**src/rtl/tm_seq_ctrl.sv**
```systemverilog
// tm_seq_ctrl: APB3-programmed sequencer for the convolutional Tsetlin
// machine datapath (image load, per-patch clauses, class sum, result).
module tm_seq_ctrl #(
  parameter int ADDR_WIDTH = 32,
  parameter int DATA_WIDTH = 32,
  parameter int PATCH_W    = 10,
  parameter int CLASS_W    = 4
) (
  input  logic                  clk,
  input  logic                  rst_n,
  input  logic [ADDR_WIDTH-1:0] PADDR,
  input  logic                  PSEL,
  input  logic                  PENABLE,
  input  logic                  PWRITE,
  input  logic [DATA_WIDTH-1:0] PWDATA,
  output logic [DATA_WIDTH-1:0] PRDATA,
  output logic                  PREADY,
  output logic                  PSLVERR,
  output logic                  load_req,
  input  logic                  load_done,
  output logic                  patch_start,
  output logic [PATCH_W-1:0]    patch_idx,
  input  logic                  patch_done,
  output logic                  sum_start,
  input  logic                  sum_done,
  input  logic [CLASS_W-1:0]    class_in,
  output logic                  abort,
  output logic                  irq
);

  typedef enum logic [2:0] {
    S_IDLE,
    S_LOAD,
    S_PATCH,
    S_WAIT_P,
    S_SUM,
    S_DONE
  } state_e;

  state_e             state_q, state_d;
  logic [PATCH_W-1:0] idx_q, idx_d;
  logic [PATCH_W-1:0] npatch_q, npatch_d;
  logic [PATCH_W-1:0] last_idx;
  logic [CLASS_W-1:0] result_q, result_d;
  logic [31:0]        cycles_q, cycles_d;
  logic               irq_en_q, irq_en_d;
  logic               done_q, done_d;
  logic               err_q, err_d;
  logic               abort_q, abort_d;
  logic               sent_q, sent_d;

  logic [2:0] addr;
  logic       acc, wr, rd, busy;
  logic       unmapped, wr_ctrl, wr_stat, wr_num, wr_ro;
  logic       start_req, abort_req, stray;
  logic       unused_bits;

  assign addr      = PADDR[4:2];
  assign acc       = PSEL & PENABLE;
  assign wr        = acc & PWRITE;
  assign rd        = PSEL & ~PWRITE;
  assign busy      = (state_q != S_IDLE);
  assign unmapped  = (addr > 3'd4);
  assign wr_ctrl   = wr & (addr == 3'd0);
  assign wr_stat   = wr & (addr == 3'd1);
  assign wr_num    = wr & (addr == 3'd2);
  assign wr_ro     = wr & ((addr == 3'd3) | (addr == 3'd4));
  assign start_req = wr_ctrl & PWDATA[0];
  assign abort_req = wr_ctrl & PWDATA[1];
  assign last_idx  = npatch_q - PATCH_W'(1);

  assign unused_bits = ^{PADDR[ADDR_WIDTH-1:5], PADDR[1:0], PWDATA};

  assign PREADY    = 1'b1;
  assign PSLVERR   = acc & (unmapped | wr_ro | (wr_num & busy));
  assign patch_idx = idx_q;
  assign abort     = abort_q;
  assign irq       = done_q & irq_en_q;

  assign stray = (load_done  & (state_q != S_LOAD))
               | (patch_done & (state_q != S_WAIT_P))
               | (sum_done   & (state_q != S_SUM));

  always_comb begin
    PRDATA = '0;
    if (rd) begin
      case (addr)
        3'd0:    PRDATA = DATA_WIDTH'({irq_en_q, 2'b00});
        3'd1:    PRDATA = DATA_WIDTH'({err_q, done_q, busy});
        3'd2:    PRDATA = DATA_WIDTH'(npatch_q);
        3'd3:    PRDATA = DATA_WIDTH'(result_q);
        3'd4:    PRDATA = DATA_WIDTH'(cycles_q);
        default: PRDATA = '0;
      endcase
    end
  end

  always_comb begin
    state_d     = state_q;
    idx_d       = idx_q;
    npatch_d    = npatch_q;
    result_d    = result_q;
    cycles_d    = cycles_q;
    irq_en_d    = irq_en_q;
    done_d      = done_q;
    err_d       = err_q;
    abort_d     = 1'b0;
    sent_d      = 1'b0;
    load_req    = 1'b0;
    patch_start = 1'b0;
    sum_start   = 1'b0;

    if (busy && cycles_q != '1) cycles_d = cycles_q + 32'd1;
    if (wr_ctrl) irq_en_d = PWDATA[2];
    if (wr_num && !busy) npatch_d = PWDATA[PATCH_W-1:0];
    if (wr_stat && PWDATA[1]) done_d = 1'b0;
    if (wr_stat && PWDATA[2]) err_d = 1'b0;

    unique case (state_q)
      S_IDLE: begin
        if (start_req) begin
          if (npatch_q != '0) begin
            state_d  = S_LOAD;
            done_d   = 1'b0;
            cycles_d = '0;
            idx_d    = '0;
          end else begin
            err_d = 1'b1;
          end
        end
      end
      S_LOAD: begin
        load_req = 1'b1;
        if (load_done) state_d = S_PATCH;
      end
      S_PATCH: begin
        patch_start = 1'b1;
        state_d     = S_WAIT_P;
      end
      S_WAIT_P: begin
        if (patch_done) begin
          if (idx_q == last_idx) begin
            state_d = S_SUM;
          end else begin
            idx_d   = idx_q + PATCH_W'(1);
            state_d = S_PATCH;
          end
        end
      end
      S_SUM: begin
        // sent_q marks that the single sum_start pulse has gone out
        sum_start = ~sent_q;
        sent_d    = 1'b1;
        if (sum_done) begin
          result_d = class_in;
          state_d  = S_DONE;
        end
      end
      S_DONE: begin
        done_d  = 1'b1;
        state_d = S_IDLE;
      end
      default: state_d = S_IDLE;
    endcase

    if ((start_req && busy) || stray) err_d = 1'b1;

    if (abort_req && busy) begin
      state_d  = S_IDLE;
      abort_d  = 1'b1;
      done_d   = done_q;
      result_d = result_q;
      idx_d    = idx_q;
    end
  end

  always_ff @(posedge clk or negedge rst_n) begin
    if (!rst_n) begin
      state_q  <= S_IDLE;
      idx_q    <= '0;
      npatch_q <= '0;
      result_q <= '0;
      cycles_q <= '0;
      irq_en_q <= 1'b0;
      done_q   <= 1'b0;
      err_q    <= 1'b0;
      abort_q  <= 1'b0;
      sent_q   <= 1'b0;
    end else begin
      state_q  <= state_d;
      idx_q    <= idx_d;
      npatch_q <= npatch_d;
      result_q <= result_d;
      cycles_q <= cycles_d;
      irq_en_q <= irq_en_d;
      done_q   <= done_d;
      err_q    <= err_d;
      abort_q  <= abort_d;
      sent_q   <= sent_d;
    end
  end

endmodule

```
**config.mk**
```make
export PLATFORM = sky130hd
export DESIGN_NAME = tm_seq_ctrl
export DESIGN_NICKNAME = d
export VERILOG_FILES = /design/src/rtl/tm_seq_ctrl.sv
export SDC_FILE = /design/constraint.sdc
export NUM_CORES = 1
export LEC_CHECK = 0
export CORE_MARGIN = 1.5
export CORE_UTILIZATION = 48
export CTS_CLUSTER_SIZE = 30
export DETAILED_ROUTE_END_ITERATION = 6
export HOLD_SLACK_MARGIN = 0.06
export PLACE_DENSITY = 0.84
export SLEW_MARGIN = 30
export SYNTH_ARGS = -nofsm -noshare
export SYNTH_HDL_FRONTEND = slang
export SYNTH_SLANG_ARGS = --single-unit
```
**constraint.sdc**
```tcl
create_clock -name clk -period 3.5 [get_ports clk]
set_input_delay 0.7 -clock clk [delete_from_list [all_inputs] [get_ports clk]]
set_output_delay 0.7 -clock clk [all_outputs]
set_load 0.02 [all_outputs]
```
==> parameters.txt, run 1 <==
Parameter                              Value

Power
  Internal Dissipation ... ~1.8 mW
  Power share of the combinational group ... 0.364
  Power density normalized to cell area ... between 500 and 600 nW/µm²
  Clock share of power ... 0.222
  Max VDD drop ... 0.336 mV
  Net load switching power ... approximately 1.2 mW
  Total power of the final layout ... 2.97 mW
  Leakage component of the power ... roughly 2.2 nW
  Reg power frac ... 0.414
  Switching power share of the total ... 0.392

STA
  Post-route setup TNS ... 0 ns
  Final period utilization ... 0.969
  Unrepaired setup endpoints after global routing ... false
  Number of max-slew violations in the final report ... 0
  Final clock skew ... between 0.008 and 0.009 ns
  Relative slew slack ... 0.425
  Fin. Hold Viols ... 0
  Maximum achievable frequency ... 295 MHz
  Number of endpoints failing setup at the final stage ... 0
  Final critical path time including I/O delays and setup ... roughly 3.4 ns
  Worst hold slack ... roughly 0.51 ns
  Slew at the pin closest to its max-slew limit ... between 0.8 and 0.9 ns

Global route
  Remaining global-route overflow ... 0
  First-pass GRT wire length ... roughly 18 mm
  Maximum number of pins on one net before global-route repair ... 65
  Antenna violations before repair ... 0
  Gr usage total ... 0.236
  Via count of the first global-routing pass ... slightly below 4000

Routing
  Routed vias/inst ... ~6
  Iteration count of the initial detailed-routing pass ... 5
  Overall via count from detail_route ... approximately 4100
  Antenna Violating Nets Remaining ... 0
  Initial drt markers ... 201
  Remaining design rule violation count ... 0
  Wire per inst ... ~16 µm
  Wire length reported by the detailed router ... around 11 mm

Setup path
  Arr. time, crit path ... ~2.7 ns
  Required time worst endpoint ... 2.80 ns
  Cell repeated most along the worst path ... clkdlybuf4s50_1
  Kind of end point of the critical path ... output pin
  CP delay by family, top ... buffers and inverters
  Type of the setup path with the least slack ... input port to output pin
  Critical Path Fanout Max ... 9
  Crit-path slowest cell ... clkdlybuf4s50_1
  Critical path's largest stage delay ... about 0.55 ns
  Worst Path Buf+Inv ... 3
  Cells along the critical path ... clkdlybuf4s50_1, buf_4, mux2_2, nand2_1, a21oi_1, a31oi_1, nor2_1, clkdlybuf4s50_1
  Startpoint type of the worst setup path ... input port

Clocking
  TritonCTS Buffers ... 9
  Insertion delay to the later sink of the worst-skew pair ... approximately 0.35 ns
  Root buffer cell ... clkbuf_8
  Hold buffer count at cts ... 0
  CTS HTree Levels ... 3
  Number of sinks handled by clock tree synthesis ... 64
  Clock tree from TritonCTS ... done
  Clock tree buffer depth ... 2
  Clock slew at the register clock pins of the worst setup and hold paths ... roughly 0.07 ns
  Count of buffers added by post-CTS timing repair for setup ... 0
  Number of instances resized during post-cts repair ... 0

Logic synthesis
  Biggest area consumer among synthesized cells ... dfrtp_1
  Distinct cells, synth ... 56
  Number of nets in the synthesized netlist ... ~580
  Register area share after synthesis ... 0.380
  Share of flip-flops with an asynchronous set or reset ... 1.00
  Post-synthesis cell area ... 4210 µm²
  Portion of synthesized cell area occupied by the leading cell type ... 0.380
  Post-Synthesis Mean Instance Area ... 8.49 µm²
  Top cells by area in the synthesized netlist ... dfrtp_1 (38%), nand2_1 (4.7%), and2_1 (3.9%)
  Commonest register cell after synthesis ... dfrtp_1
  Synthesized netlist cell count ... ~500
  Yosys warnings ... 0
  Number of flops mapped to enable cells by yosys ... 0
  Synthesis-stage register bit count ... 64

Place
  Placed cell areas ... between 5000 and 6000 µm²
  Placer Congestion ... between 0.8 and 0.9
  Placed wire-length estimate after detailed placement ... about 7.7 mm
  Port Buffer Count ... slightly above 70

Floorplan
  Area of the core ... ~8300 µm²
  Chip Width ... roughly 97 µm
  Height of the chip ... a little under 100 µm
  Die area ... about 9300 µm²
  Effective utilization at floorplan ... 0.505
  I/O pin count ... between 100 and 150
  Count of standard-cell rows ... 33

Flow run
  Max-cap viol count ... 0

Finish
  Diode insertion count for antenna repair ... 0
  Summed area of non-filler cells in the final layout ... 5300 µm²
  Area growth syn-to-layout ... 25.8%
  Proportion of layout cells with a drive suffix above 1 ... 0.106
  Post-Route Utilization ... 0.635
  Post-layout net count ... about 650

Outcome
  Run status ... complete, no violations

Min path
  Worst hold path class ... flip-flop to flip-flop
-- layer usage --
layer | track usage | wire [µm]
met5 | 0 | 0
met1 | 0.293 | 4530
met3 | 0.0361 | 498
met4 | 0.118 | 316
met2 | 0.399 | 5440
-- per-stage QoR --
| step | std cells | setup WS (ns) |
|---|---|---|
| 2_1_floorplan | 496 | 0.856 |
| 3_3_place_gp | 666 | 0.160 |
| 3_5_place_dp | 666 | 0.125 |
| 4_1_cts | 682 | 0.124 |
| 5_1_grt | 682 | 0.0436 |
| 6_report | 682 | 0.108 |
-- worst paths after layout --
path	from	end	slack, ns	depth (start not counted)
min	result_q[0]	result_q[0]	0.51	1
max	PADDR[3]	PRDATA[1]	0.11	8
min reg2reg	result_q[0]	result_q[0]	0.51	1
max in group asynchronous	rst_n	cycles_q[24]	2.44	2
max reg2reg	npatch_q[0]	cycles_q[10]	0.44	7
min in group asynchronous	rst_n	sent_q	0.53	2
-- kinds of logic (layout without fill, tap and decap cells) --
kind of cell | count (synthesis) | in the layout | share of synthesized area
xor+xnor | 24 | 24 | 0.0517
mux | 28 | 28 | 0.0704
flops | 64 | 64 | 0.380
other cells | 1 | 1 | 0.000890
simple gates | 243 | 243 | 0.305
fa+ha+maj | 4 | 4 | 0.0119
compound gates | 94 | 94 | 0.139
buf+inv | 38 | 119 | 0.0404
-- layout by cell type, fill, tap and decap left out, drive strengths merged, types with 6 or more instances in the layout --
| cell type | instances |
|---|---|
| mux2 | 13 |
| xor2 | 7 |
| xnor2 | 17 |
| inv | 12 |
| and3 | 9 |
| dfrtp | 64 |
| mux2i | 15 |
| buf | 20 |
| or3 | 19 |
| a22oi | 8 |
| and4 | 6 |
| nor2 | 40 |
| nor4 | 7 |
| and2 | 26 |
| a21oi | 32 |
| clkdlybuf4s50 | 71 |
| nand2 | 53 |
| nor2b | 6 |
| clkbuf | 13 |
| nor3 | 15 |
| nand3 | 28 |
| nand4 | 9 |
| o21ai | 25 |
| nand2b | 10 |
-- power groups by stage --
stage	clock (mW)	sequential (mW)	combinational, mW
after floorplan	0	1.16	0.771
after global placement	0	1.21	1.04
after detailed placement	0	1.23	1.07
after CTS	0.667	1.22	1.08
after global routing	0.700	1.26	1.21
final	0.660	1.23	1.08
-- cell usage after synthesis (15+ instances only) --
library cell and instances:
nor2_1 40, nand3_1 27, nand2_1 53, mux2i_1 15
nor3_1 15, a21oi_1 31, and2_1 26, dfrtp_1 64
o21ai_0 25, or3_1 19, clkbuf_1 17, xnor2_1 16
-- cell type report --
cell class | count | area [µm²]
fillers | 708 | 3040
multi-input cells | 394 | 2450
flip-flops and latches | 64 | 1600
repair buffers | 91 | 871
clock buffers | 13 | 159
well taps | 105 | 131
inverters | 12 | 45.0
clock inverters | 3 | 40.0
-- registers in the layout, indices dropped and copies added (netlist names) --
signal     count
sent_q         1
result_q       4
npatch_q      10
cycles_q      32
patch_idx     10
done_q         1
irq_en_q       1
abort          1
err_q          1
state_q        3
No activity file was read; power rests on OpenSTA's default activity.
==> run 2: changes to the inputs <==
- CTS_BUF_LIST: default -> sky130_fd_sc_hd__clkbuf_4 sky130_fd_sc_hd__clkbuf_8 sky130_fd_sc_hd__clkbuf_16
==> run 2 against run 1 <==
  * Worst hold slack got worse by 0.00061 ns
  * Cell count unchanged
  * Clock-buffer cell count is the same
  * Critical path depth unchanged
  * Global-route usage about the same
  * Largest cell class unchanged
  * Clock power grew 2%
  * Fmax about the same
  * Combinational power about the same
  * Sequential power about the same
==> parameters.txt, run 2 (synthesis results as in run 1) <==
Parameter                              Value

Outcome
  Run status ... complete, no violations

Finish
  Proportion of layout cells with a drive suffix above 1 ... 0.109 (+0.00347)
  Summed area of non-filler cells in the final layout ... 5310 µm² (+0.14%)
  Max reg flops ... 32 (unchanged)
  Final Non-Filler Cells ... 682 (unchanged)
  Post-Route Utilization ... 0.636 (+0.000900)
  Commonest non-fill, non-tap cells in the layout ... clkdlybuf4s50_1 (71), dfrtp_1 (64), nand2_1 (53)
  Post-layout net count ... 652 (unchanged)
  Diode insertion count for antenna repair ... 0 (unchanged)
  Top register by number of flip-flops ... cycles_q
  Count of filler cells inserted in the layout ... 705 (-0.42%)
  Area growth syn-to-layout ... 26.0%
  Most common cell after layout, fill and taps aside ... clkdlybuf4s50_1

Clocking
  TritonCTS Buffers ... 9 (unchanged)
  Count of buffers added by post-CTS timing repair for setup ... 0 (unchanged)
  Clock slew at the register clock pins of the worst setup and hold paths ... 0.07 ns (about the same)
  Number of instances resized during post-cts repair ... 0 (unchanged)
  Hold buffer count at cts ... 0 (unchanged)
  Clock tree buffer depth ... 2 (unchanged)
  Root buffer cell ... clkbuf_8
  Clock tree from TritonCTS ... done
  Number of sinks handled by clock tree synthesis ... 64 (unchanged)
  CTS HTree Levels ... 3 (unchanged)
  Insertion delay to the later sink of the worst-skew pair ... 0.35 ns (about the same)

Setup path
  Kind of end point of the critical path ... output pin
  Critical R2R Capture ... cycles_q[10]
  Type of the setup path with the least slack ... input port to output pin
  Worst flop-to-flop path startpoint ... npatch_q[0]
  Critical Path Fanout Max ... 9 (unchanged)
  Arr. time, crit path ... 2.69 ns (about the same)
  Worst R2R Path Depth ... 7 (unchanged)
  Startpoint type of the worst setup path ... input port
  Required time worst endpoint ... 2.80 ns (about the same)
  Worst setup slack for register-to-register paths ... 0.43 ns (about the same)

Routing
  Remaining design rule violation count ... 0 (unchanged)
  Wire length reported by the detailed router ... 10.7 mm (-0.56%)
  Routed vias/inst ... 5.91 (-0.96%)
  Iteration count of the initial detailed-routing pass ... 5 (unchanged)
  Initial drt markers ... 215 (+7.0%)
  Wire per inst ... 15.7 µm (-0.56%)
  Overall via count from detail_route ... 4031 (-0.96%)
  Antenna Violating Nets Remaining ... 0 (unchanged)

STA
  Maximum achievable frequency ... 295 MHz (about the same)
  Relative slew slack ... 0.421 (-0.00390)
  Fin. Hold Viols ... 0 (unchanged)
  Slew at the pin closest to its max-slew limit ... 0.869 ns (+0.0132 ns)
  Final critical path time including I/O delays and setup ... 3.39 ns (-0.00121 ns)
  Worst hold slack ... 0.514 ns (-0.000609 ns)
  Post-layout worst setup margin ... 0.109 ns (+0.00121 ns)
  Number of max-slew violations in the final report ... 0 (unchanged)
  Post-route setup TNS ... 0 ns (unchanged)
  Unrepaired setup endpoints after global routing ... false
  Final clock skew ... 0.00689 ns (-0.00192 ns)
  Number of endpoints failing setup at the final stage ... 0 (unchanged)
  Final period utilization ... 0.969 (about the same)

Place
  Placed cell areas ... 5100 µm² (unchanged)
  Port Buffer Count ... 72 (unchanged)
  Number of placed instances, taps included ... 666 (unchanged)
  Pre-CTS setup slack ... 0.125 ns (unchanged)
  Placed wire-length estimate after detailed placement ... 7.68 mm (unchanged)
  Placer Congestion ... 0.828 (unchanged)

Power
  Max VDD drop ... 0.334 mV (-0.39%)
  Switching power share of the total ... 0.389 (-0.00278)
  Power density normalized to cell area ... 561 nW/µm² (+0.26%)
  Reg power frac ... 0.412 (-0.002)
  Clock share of power ... 0.225 (+0.003)
  Net load switching power ... 1.16 mW (-0.31%)
  Total power of the final layout ... 2.98 mW (+0.40%)
  Leakage component of the power ... 2.19 nW (+0.31%)
  Power share of the combinational group ... 0.362 (-0.002)
  Internal Dissipation ... 1.82 mW (+0.86%)

Floorplan
  Die area ... 9350 µm² (unchanged)
  Chip Width ... 96.7 µm (unchanged)
  Area of the core ... 8340 µm² (unchanged)
  Count of standard-cell rows ... 33 (unchanged)
  Effective utilization at floorplan ... 0.505 (unchanged)
  Height of the chip ... 96.7 µm (unchanged)
  I/O pin count ... 125 (unchanged)

Global route
  First-pass GRT wire length ... 18.4 mm (about the same)
  Via count of the first global-routing pass ... 3985 (+0.33%)
  Gr usage total ... 0.236 (about the same)
  Maximum number of pins on one net before global-route repair ... 65 (unchanged)
  Antenna violations before repair ... 0 (unchanged)
  Remaining global-route overflow ... 0 (unchanged)

Flow run
  Max-cap viol count ... 0 (unchanged)

Min path
  Endpoint of the worst hold path ... result_q[0]
  Source of the worst hold timing path ... result_q[0]
  Cell count of the worst hold path ... 1 (unchanged)
  Worst hold path class ... flip-flop to flip-flop
## run 2: area by class of cell
type,instances,area [µm²],area share
clock inverters,3,40.0,0.00754
repair buffers,91,871,0.164
clock buffers,13,166,0.0314
flip-flops and latches,64,1600,0.302
multi-input cells,394,2450,0.462
inverters,12,45.0,0.00849
well taps,105,131,0.0248
## run 2: critical path, cell delays in order
cell and delay [ns]:
clkdlybuf4s50_1 0.55, buf_4 0.19, mux2_2 0.34, nand2_1 0.07, a21oi_1 0.06, a31oi_1 0.17
nor2_1 0.06, clkdlybuf4s50_1 0.55
## run 2: worst max path at each step
| stage | from | endpoint | slack (ns) | cells after the start |
|---|---|---|---|---|
| floorplan | PADDR[3] | PRDATA[4] | 0.86 | 6 |
| global placement | PADDR[3] | PRDATA[1] | 0.16 | 8 |
| detailed placement | PADDR[3] | PRDATA[4] | 0.13 | 6 |
| CTS | PADDR[3] | PRDATA[4] | 0.12 | 6 |
| global route | PADDR[3] | PRDATA[1] | 0.04 | 8 |
| finish | PADDR[3] | PRDATA[1] | 0.11 | 8 |
## run 2: routing by layer
layer  wire length (µm)  global-route usage  vias up
met3                568              0.0376       32
met2               5350               0.398      138
met5                  0                   0        -
met1               4470               0.294     1941
met4                338               0.116        0
li1                   -                   -     1920
## run 2: power by group through the flow
stage | combinational, mW | sequential, mW | clock [mW]
finish | 1.08 | 1.23 | 0.672
global route | 1.21 | 1.26 | 0.718
floorplan | 0.771 | 1.16 | 0
detailed placement | 1.07 | 1.23 | 0
CTS | 1.08 | 1.22 | 0.683
global placement | 1.04 | 1.21 | 0
